`config.mk`:
```
export PLATFORM = sky130hd
export DESIGN_NAME = muldiv_unit
export DESIGN_NICKNAME = d
export VERILOG_FILES = /design/src/rtl/muldiv_pkg.sv /design/src/rtl/muldiv_step.sv /design/src/rtl/muldiv_unit.sv
export SDC_FILE = /design/constraint.sdc
export NUM_CORES = 1
export LEC_CHECK = 0
export CAP_MARGIN = 20
export CORE_MARGIN = 2
export CORE_UTILIZATION = 56
export DETAILED_ROUTE_END_ITERATION = 10
export GPL_TIMING_DRIVEN = 0
export PLACE_DENSITY = 0.77
export SYNTH_ARGS = -nofsm -noshare
export SYNTH_HDL_FRONTEND = slang
export SYNTH_SLANG_ARGS = --single-unit
```
`constraint.sdc`:
```
create_clock -name clk -period 4.3 [get_ports clk]
set_input_delay 0.86 -clock clk [delete_from_list [all_inputs] [get_ports clk]]
set_output_delay 0.86 -clock clk [all_outputs]
set_load 0.02 [all_outputs]
```
`src/rtl/muldiv_pkg.sv`:
```
// Shared encodings and constants for the iterative multiply/divide unit.
package muldiv_pkg;

  localparam int unsigned DEF_WIDTH = 32;
  localparam int unsigned DEF_CNT_W = 5;

  localparam logic [31:0] DIV0_QUOT = 32'hFFFF_FFFF;

  typedef enum logic [1:0] {
    OP_MULT  = 2'b00,
    OP_MULTU = 2'b01,
    OP_DIV   = 2'b10,
    OP_DIVU  = 2'b11
  } op_e;

  typedef enum logic [1:0] {
    IDLE = 2'b00,
    RUN  = 2'b01,
    FIX  = 2'b10
  } state_e;

endpackage

```
`src/rtl/muldiv_step.sv`:
```
// One iteration of shift-add multiply or restoring shift-subtract divide.
module muldiv_step
  import muldiv_pkg::*;
#(
  parameter int unsigned WIDTH = DEF_WIDTH
) (
  input  logic [2*WIDTH-1:0] acc,
  input  logic [WIDTH-1:0]   operand,
  input  logic               div_mode,
  output logic [2*WIDTH-1:0] acc_next,
  output logic               q_bit
);

  logic [WIDTH:0]   sum;
  logic [WIDTH:0]   rem_sh;
  logic [WIDTH-1:0] diff;

  always_comb begin
    sum      = {1'b0, acc[2*WIDTH-1:WIDTH]} + (acc[0] ? {1'b0, operand} : '0);
    // Partial remainder after the left shift needs one extra bit of headroom.
    rem_sh   = acc[2*WIDTH-1:WIDTH-1];
    diff     = rem_sh[WIDTH-1:0] - operand;
    q_bit    = 1'b0;
    acc_next = '0;
    if (div_mode) begin
      q_bit    = (rem_sh >= {1'b0, operand});
      acc_next = {(q_bit ? diff : rem_sh[WIDTH-1:0]), acc[WIDTH-2:0], 1'b0};
    end else begin
      acc_next = {sum, acc[WIDTH-1:1]};
    end
  end

endmodule

```
`src/rtl/muldiv_unit.sv`:
```
// MIPS MULT/MULTU/DIV/DIVU sequencer owning HI/LO; 33-cycle latency per op.
module muldiv_unit
  import muldiv_pkg::*;
#(
  parameter int unsigned WIDTH = DEF_WIDTH,
  parameter int unsigned CNT_W = DEF_CNT_W
) (
  input  logic             clk,
  input  logic             reset,
  input  logic             start,
  input  logic [1:0]       op,
  input  logic [WIDTH-1:0] A,
  input  logic [WIDTH-1:0] B,
  input  logic             flush,
  input  logic             wr_hi,
  input  logic             wr_lo,
  input  logic [WIDTH-1:0] wdata,
  output logic             busy,
  output logic             done,
  output logic [WIDTH-1:0] hi,
  output logic [WIDTH-1:0] lo
);

  state_e             state_q, state_d;
  logic [CNT_W-1:0]   cnt_q, cnt_d;
  logic [2*WIDTH-1:0] acc_q, acc_d;
  logic [WIDTH-1:0]   opnd_q, opnd_d;
  logic [WIDTH-1:0]   a_raw_q, a_raw_d;
  logic               div_q, div_d;
  logic               sa_q, sa_d;
  logic               sb_q, sb_d;
  logic               div0_q, div0_d;
  logic               busy_q, busy_d;
  logic               done_q, done_d;
  logic [WIDTH-1:0]   hi_q, hi_d;
  logic [WIDTH-1:0]   lo_q, lo_d;

  logic               is_signed;
  logic               is_div;
  logic [WIDTH-1:0]   abs_a;
  logic [WIDTH-1:0]   abs_b;
  logic [2*WIDTH-1:0] step_acc;
  logic               step_q;
  logic [2*WIDTH-1:0] prod_fix;

  muldiv_step #(.WIDTH(WIDTH)) u_step (
    .acc      (acc_q),
    .operand  (opnd_q),
    .div_mode (div_q),
    .acc_next (step_acc),
    .q_bit    (step_q)
  );

  always_comb begin
    is_signed = (op == OP_MULT) || (op == OP_DIV);
    is_div    = (op == OP_DIV) || (op == OP_DIVU);
    abs_a     = (is_signed && A[WIDTH-1]) ? -A : A;
    abs_b     = (is_signed && B[WIDTH-1]) ? -B : B;
    prod_fix  = (sa_q ^ sb_q) ? -acc_q : acc_q;
  end

  // Next-state, datapath and HI/LO update.
  always_comb begin
    state_d = state_q;
    cnt_d   = cnt_q;
    acc_d   = acc_q;
    opnd_d  = opnd_q;
    a_raw_d = a_raw_q;
    div_d   = div_q;
    sa_d    = sa_q;
    sb_d    = sb_q;
    div0_d  = div0_q;
    busy_d  = busy_q;
    done_d  = 1'b0;
    hi_d    = hi_q;
    lo_d    = lo_q;

    case (state_q)
      IDLE: begin
        if (start) begin
          if (!flush) begin
            a_raw_d = A;
            div_d   = is_div;
            sa_d    = is_signed & A[WIDTH-1];
            sb_d    = is_signed & B[WIDTH-1];
            div0_d  = (B == '0);
            acc_d   = is_div ? {{WIDTH{1'b0}}, abs_a} : {{WIDTH{1'b0}}, abs_b};
            opnd_d  = is_div ? abs_b : abs_a;
            cnt_d   = '0;
            busy_d  = 1'b1;
            state_d = RUN;
          end
        end else begin
          if (wr_hi) hi_d = wdata;
          if (wr_lo) lo_d = wdata;
        end
      end
      RUN: begin
        if (flush) begin
          busy_d  = 1'b0;
          state_d = IDLE;
        end else begin
          acc_d = {step_acc[2*WIDTH-1:1], step_acc[0] | step_q};
          cnt_d = cnt_q + CNT_W'(1);
          if (cnt_q == CNT_W'(WIDTH - 1)) state_d = FIX;
        end
      end
      FIX: begin
        busy_d  = 1'b0;
        state_d = IDLE;
        if (!flush) begin
          done_d = 1'b1;
          if (!div_q) begin
            {hi_d, lo_d} = prod_fix;
          end else if (div0_q) begin
            hi_d = a_raw_q;
            lo_d = WIDTH'(DIV0_QUOT);
          end else begin
            lo_d = (sa_q ^ sb_q) ? -acc_q[WIDTH-1:0] : acc_q[WIDTH-1:0];
            hi_d = sa_q ? -acc_q[2*WIDTH-1:WIDTH] : acc_q[2*WIDTH-1:WIDTH];
          end
        end
      end
      default: begin
        busy_d  = 1'b0;
        state_d = IDLE;
      end
    endcase
  end

  always_ff @(posedge clk) begin
    if (reset) begin
      state_q <= IDLE;
      cnt_q   <= '0;
      acc_q   <= '0;
      opnd_q  <= '0;
      a_raw_q <= '0;
      div_q   <= 1'b0;
      sa_q    <= 1'b0;
      sb_q    <= 1'b0;
      div0_q  <= 1'b0;
      busy_q  <= 1'b0;
      done_q  <= 1'b0;
      hi_q    <= '0;
      lo_q    <= '0;
    end else begin
      state_q <= state_d;
      cnt_q   <= cnt_d;
      acc_q   <= acc_d;
      opnd_q  <= opnd_d;
      a_raw_q <= a_raw_d;
      div_q   <= div_d;
      sa_q    <= sa_d;
      sb_q    <= sb_d;
      div0_q  <= div0_d;
      busy_q  <= busy_d;
      done_q  <= done_d;
      hi_q    <= hi_d;
      lo_q    <= lo_d;
    end
  end

  assign busy = busy_q;
  assign done = done_q;
  assign hi   = hi_q;
  assign lo   = lo_q;

endmodule

```
==> reports/results.ini, run 1 <==
[synth]
synth_area_per_cell_um2=7.28
synth_cells=2282
synthFlopType=dfxtp_1
yosysUniqueCellTypes=78
async_flop_share=0
yosys_register_bits=205
yosysTopAreaCellShare=0.247
synth_area_mm2=0.0166
synth-seq-area-share=0.247
synth_area_leaders=dfxtp_1, a21oi_1, nand2_1, xnor2_1, mux2i_1
synth_edf_count=0
yosysTopAreaCell=dfxtp_1
postSynthNetCount=2458
yosysWarnings=0

[sta]
rsz0062_at_grt=no
worst_slack_ns=0.0819
max_freq_mhz=237
finalSetupViolCount=0
finalCritPeriodShare=0.981
skew_ns=0.0140
slew_viol_final=0
hold_viol=0
worstMarginPinSlew_ns=1.12
relSlewSlack=0.251
setup_tns_ns=0
fin_crit_ns=4.22

[setup_path]
cp_slowest_cell=dfxtp_2
path_class=reg -> reg
path_buf_inv=2
cpPeakStageDelay_ns=0.50
required_ns=4.72
cp.arrival_ns=4.64
cp_top_family=compound AO/OA/AOI/OAI gates
cp-end-kind=flop
crit_path_max_fanout=10
cp-start-kind=flop
crit_chain=inv_1, clkbuf_2, nor2_1, ha_1, a21oi_1, o22ai_1, nor2_1, a31oi_1, o31ai_2, o21ai_0, a211oi_2, o21ai_0, mux2i_1, or3_1

[drt]
drc_errors=0
drt-total-wl_mm=71.1
vias=19016
via_per_inst=6.59
antenna_left=0
first_iter_violations=2607
dr.pass1.iters=9
post_drt_wl_per_cell_um=24.6

[floorplanning]
start_util=0.565
fp.dieW_um=176
die_y_um=176
dieArea_mm2=0.0311
core_area_mm2=0.0294
num_io_pins=170
rows=63

[global_routing]
use_met2=0.653
busiest_layer=met2
grt_max_degree=14
gr-usage-met3=0.121
antenna_found_initial=5
gr-total-overflow=0
grt_usage=0.445
grt_first_pass_wirelength_mm=105
grt_pass1_vias=17314
met1_usage=0.581

[min_path]
hold_class=reg -> reg

[job]
cap_violations=0

[power_and_ir_drop]
leakagePower_nw=7.32
p_per_area_mw_per_mm2=291
vdd.ir_drop.worst_mv=0.284

[placement]
post-place-ws_ns=-0.442
gp_congestion=1.05
portBuffers=167
hpwl_mm=56.5

[final_layout]
areaGrowthSynthToFinish_pct=18.1
fillers=2619
seq_area_mm2=0.00411
fin_nets=2655
multi_input_area_mm2=0.0116
final_layout_size_suffix_gt1_frac=0.0425

[cts]
clock-sinks=205
cts_made_buffers=24
clk_latency_ns=0.54
h-tree-depth=1
tritoncts=built
cts_root_buf=clkbuf_16
clk_pin_slew_worst_paths_ns=0.06
clk_path_buf_depth=3

[status]
status=completed

==> metrics by stage <==
step | hold slack (ns) | util | cell area (um^2) | power, mW | cells
after CTS | 0.453 | 0.667 | 19600 | 5.64 | 2884
after global routing | 0.470 | 0.667 | 19600 | 5.87 | 2886
after global placement | 0.441 | 0.638 | 18800 | 3.57 | 2839
final | 0.449 | 0.667 | 19600 | 5.72 | 2887
after detailed placement | 0.446 | 0.639 | 18800 | 3.59 | 2841
after floorplan | 0.432 | - | 16600 | 3.00 | 2282
==> worst paths after layout <==
kind | startpoint | end | slack (ns) | depth (start not counted)
max reg2reg | acc_q[0] | acc_q[61] | 0.08 | 14
min reg2reg | lo[3] | lo[3] | 0.45 | 2
min | lo[3] | lo[3] | 0.45 | 2
max | acc_q[0] | acc_q[61] | 0.08 | 14
==> cells by family (layout without fill, tap and decap cells) <==
family,after synthesis,count (layout),share of synthesized area
adders and majority gates,72,72,0.0551
xor gates and xnor gates,198,198,0.104
buffers and inverters,237,451,0.0560
AOI/OAI and AO/OA,680,680,0.256
and+or+nand+nor,780,780,0.215
muxes,110,110,0.0667
other,0,1,0
DFF,205,205,0.247
==> routing by layer <==
layer  part of all wire  wire length (um)  up-vias
met4              0.075              5350        6
met1               0.39             27500     8803
met5            0.00060                43        -
li1                   -                 -     8570
met3               0.13              9350      277
met2               0.41             28800     1360
==> power breakdown <==
| group | switching (mW) | internal [mW] | total [mW] |
|---|---|---|---|
| clock | 0.884 | 1.21 | 2.09 |
| combinational | 0.960 | 0.568 | 1.53 |
| sequential | 0.102 | 2.00 | 2.10 |
==> flip-flops by register name, indices dropped and copies added, names as in the netlist, 2 cells and up <==
name	cells
a_raw_q	32
acc_q	64
cnt_q	5
hi	32
lo	32
opnd_q	32
state_q	2
==> placed cells by master (no fill, tap or decap), drive strengths merged, types with 14 or more instances in the layout <==
master / instances
buf: 38
a31oi: 15
o211ai: 26
a21oi: 231
nor3: 56
xnor2: 120
and3: 14
or4: 21
o21ai: 161
dfxtp: 205
ha: 70
a21o: 24
o221ai: 35
nand2: 280
nor2b: 17
or3: 24
a22oi: 18
clkdlybuf4s50: 167
clkbuf: 170
a211oi: 58
nor4: 20
o31ai: 21
nand3: 16
mux2i: 104
nor2: 262
xor2: 78
inv: 66
nand2b: 20
==> cells in the mapped netlist (7+ instances only) <==
library cell,number
a221o_1,7
inv_1,65
o31ai_1,21
or2_2,7
o21a_1,7
o21ai_0,149
nand2b_1,20
a22oi_1,18
nand4_1,13
o21ai_1,10
xor2_1,78
a21o_1,24
buf_1,14
o22ai_1,10
nor3_1,54
or4_1,16
o41ai_1,9
mux2i_1,104
a211oi_1,58
or3_1,21
a21oi_1,231
a311oi_1,13
and3_1,13
nor2_1,261
nor4_1,18
and2_1,10
nor2b_1,17
nand2_1,280
xnor2_1,120
nand3_1,15
clkbuf_1,139
a31oi_1,15
o221ai_1,35
dfxtp_1,205
o211ai_1,26
buf_2,14
ha_1,70
==> timing repair <==
action                                  CTS  global route
hold buffers                              0             0
pin swaps                                 0             1
gates resized for setup                   4             7
endpoints found under the setup margin    5            18
setup buffers                             0             2
==> layout make-up <==
class | instances | area share
inverters | 66 | 0.0126
flip-flops and latches | 205 | 0.209
well taps | 390 | 0.0249
repair buffers | 171 | 0.0866
diodes | 1 | 0.000128
clock buffers | 33 | 0.0360
plain buffers | 171 | 0.0349
clock inverters | 10 | 0.00466
multi-input cells | 1840 | 0.591
==> worst register-to-register path, stage by stage (launching register included) <==
cell and delay, ns:
dfxtp_2 0.50, inv_1 0.20, clkbuf_2 0.26, nor2_1 0.14
ha_1 0.29, a21oi_1 0.30, o22ai_1 0.14, nor2_1 0.15
a31oi_1 0.18, o31ai_2 0.41, o21ai_0 0.32, a211oi_2 0.45
o21ai_0 0.25, mux2i_1 0.16, or3_1 0.35
Power figures use the tool's default switching activity.
==> run 2, diff against run 1 <==
GPL_TIMING_DRIVEN = unset   (was 0)
==> reports/results.ini, run 2 (synthesis results as in run 1) <==
[status]
status=completed  ; unchanged

[final_layout]
final_common_cell=nand2_1  ; unchanged
diodes=0  ; was 1
areaGrowthSynthToFinish_pct=18.3  ; was 18.1%
final_layout_size_suffix_gt1_frac=0.0704  ; was 0.0425
stdcell_area_mm2=0.0197  ; was 0.0196 mm^2
largest_reg_flops=64  ; unchanged
fin_nets=2557  ; was 2655
layout_common_cells=nand2_1, nor2_1, a21oi_1  ; unchanged
utilization=0.669  ; was 0.667
top_register=acc_q  ; unchanged
finalNonFillerCells=2791  ; was 2887

[sta]
worstMarginPinSlew_ns=1.08  ; was 1.12 ns
setup_tns_ns=0  ; unchanged
skew_ns=0.0116  ; was 0.0140 ns
fin_crit_ns=3.82  ; was 4.22 ns
whs_ns=0.452  ; was 0.449 ns
finalSetupViolCount=0  ; unchanged
max_freq_mhz=262  ; was 237 MHz
relSlewSlack=0.279  ; was 0.251
worst_slack_ns=0.481  ; was 0.0819 ns
finalCritPeriodShare=0.888  ; was 0.981
rsz0062_at_grt=no  ; unchanged
hold_viol=0  ; unchanged
slew_viol_final=0  ; unchanged

[floorplanning]
dieArea_mm2=0.0311  ; unchanged
rows=63  ; unchanged
start_util=0.565  ; unchanged
die_y_um=176  ; unchanged
core_area_mm2=0.0294  ; unchanged
fp.dieW_um=176  ; unchanged
num_io_pins=170  ; unchanged

[drt]
post_drt_wl_per_cell_um=23.2  ; was 24.6 um
drc_errors=0  ; unchanged
drt-total-wl_mm=64.8  ; was 71.1 mm
dr.pass1.iters=6  ; was 9
first_iter_violations=2110  ; was 2607
vias=18088  ; was 19016
via_per_inst=6.48  ; was 6.59
antenna_left=0  ; unchanged

[setup_path]
cp-end-kind=flop  ; unchanged
cp_top_family=compound AO/OA/AOI/OAI gates  ; unchanged
path_common_cell=o21ai_0
path_buf_inv=2  ; unchanged
cp.arrival_ns=4.25  ; was 4.64 ns
cp_slowest_cell=dfxtp_1  ; was dfxtp_2
cp-start-kind=flop  ; unchanged
crit_path_max_fanout=4  ; was 10
required_ns=4.73  ; was 4.72 ns
path_class=reg -> reg  ; unchanged
crit_chain=inv_1, ha_1, inv_1, fa_1, a211oi_1, o211ai_1, nand2_1, o21ai_0, o21ai_0, a311oi_1, a21oi_1, o21ai_0, xnor2_1, o211ai_1  ; was inv_1, clkbuf_2, nor2_1, ha_1, a21oi_1, o22ai_1, nor2_1, a31oi_1, o31ai_2, o21ai_0, a211oi_2, o21ai_0, mux2i_1, or3_1
cpPeakStageDelay_ns=0.54  ; was 0.50 ns

[cts]
h-tree-depth=1  ; unchanged
post_cts_resize_count=0  ; was 4
clock-sinks=205  ; unchanged
clk_path_buf_depth=3  ; unchanged
cts_hold_buf=0  ; unchanged
clk_pin_slew_worst_paths_ns=0.07  ; was 0.06 ns
cts_root_buf=clkbuf_16  ; unchanged
tritoncts=built  ; unchanged
clk_latency_ns=0.55  ; was 0.54 ns
cts_made_buffers=26  ; was 24
post_cts_buffers=0  ; unchanged

[min_path]
hold_class=reg -> reg  ; unchanged

[placement]
gp_congestion=1.00  ; was 1.05
portBuffers=169  ; was 167
post-place-ws_ns=0.327  ; was -0.442 ns
dp.cells=2742  ; was 2841
placed_cell_area_mm2=0.0187  ; was 0.0188 mm^2
hpwl_mm=50.1  ; was 56.5 mm

[global_routing]
antenna_found_initial=1  ; was 5
grt_usage=0.407  ; was 0.445
grt_first_pass_wirelength_mm=97.7  ; was 105 mm
grt_max_degree=110  ; was 14
grt_pass1_vias=16579  ; was 17314
gr-total-overflow=0  ; unchanged

[power_and_ir_drop]
leakagePower_nw=7.49  ; was 7.32 nW
p_per_area_mw_per_mm2=301  ; was 291 mW/mm^2
finalPower_mw=5.91  ; was 5.72 mW
vdd.ir_drop.worst_mv=0.291  ; was 0.284 mV

[job]
cap_violations=0  ; unchanged

run 2: metal layers:
layer / up-vias / share of wire / track usage
met5: - / 0 / 0
met1: 8491 / 0.40 / 0.549
met3: 200 / 0.11 / 0.0758
met2: 1037 / 0.43 / 0.619
met4: 0 / 0.060 / 0.208
li1: 8360 / - / -
run 2: worst paths after layout:
check / startpoint / endpoint / slack [ns] / cells past startpoint
hold / removal: lo[13] / lo[13] / 0.45 / 2
hold reg to reg: lo[13] / lo[13] / 0.45 / 2
setup / recovery: acc_q[31] / acc_q[60] / 0.48 / 14
setup reg to reg: acc_q[31] / acc_q[60] / 0.48 / 14
run 2: area by class of cell:
cell class	instances	area, um^2
multi-input cells	1840	11600
fillers	2510	9740
flip-flops and latches	205	4110
repair buffers	242	2260
clock buffers	35	756
well taps	390	488
inverters	66	248
clock inverters	13	159
run 2: power by group:
part	internal [mW]	total (mW)	leakage, nW	switching [mW]
Clock	1.42	2.34	0.449	0.928
Sequential	2.00	2.12	1.68	0.124
Combinational	0.574	1.45	5.37	0.873
Total	3.99	5.91	7.49	1.93
run 2: worst reg2reg max path, stage by stage (launching register included):
cell and delay [ns]:
dfxtp_1 0.54, inv_1 0.25, ha_1 0.28, inv_1 0.07, fa_1 0.23, a211oi_1 0.12
o211ai_1 0.29, nand2_1 0.16, o21ai_0 0.47, o21ai_0 0.25, a311oi_1 0.40, a21oi_1 0.18
o21ai_0 0.24, xnor2_1 0.15, o211ai_1 0.09
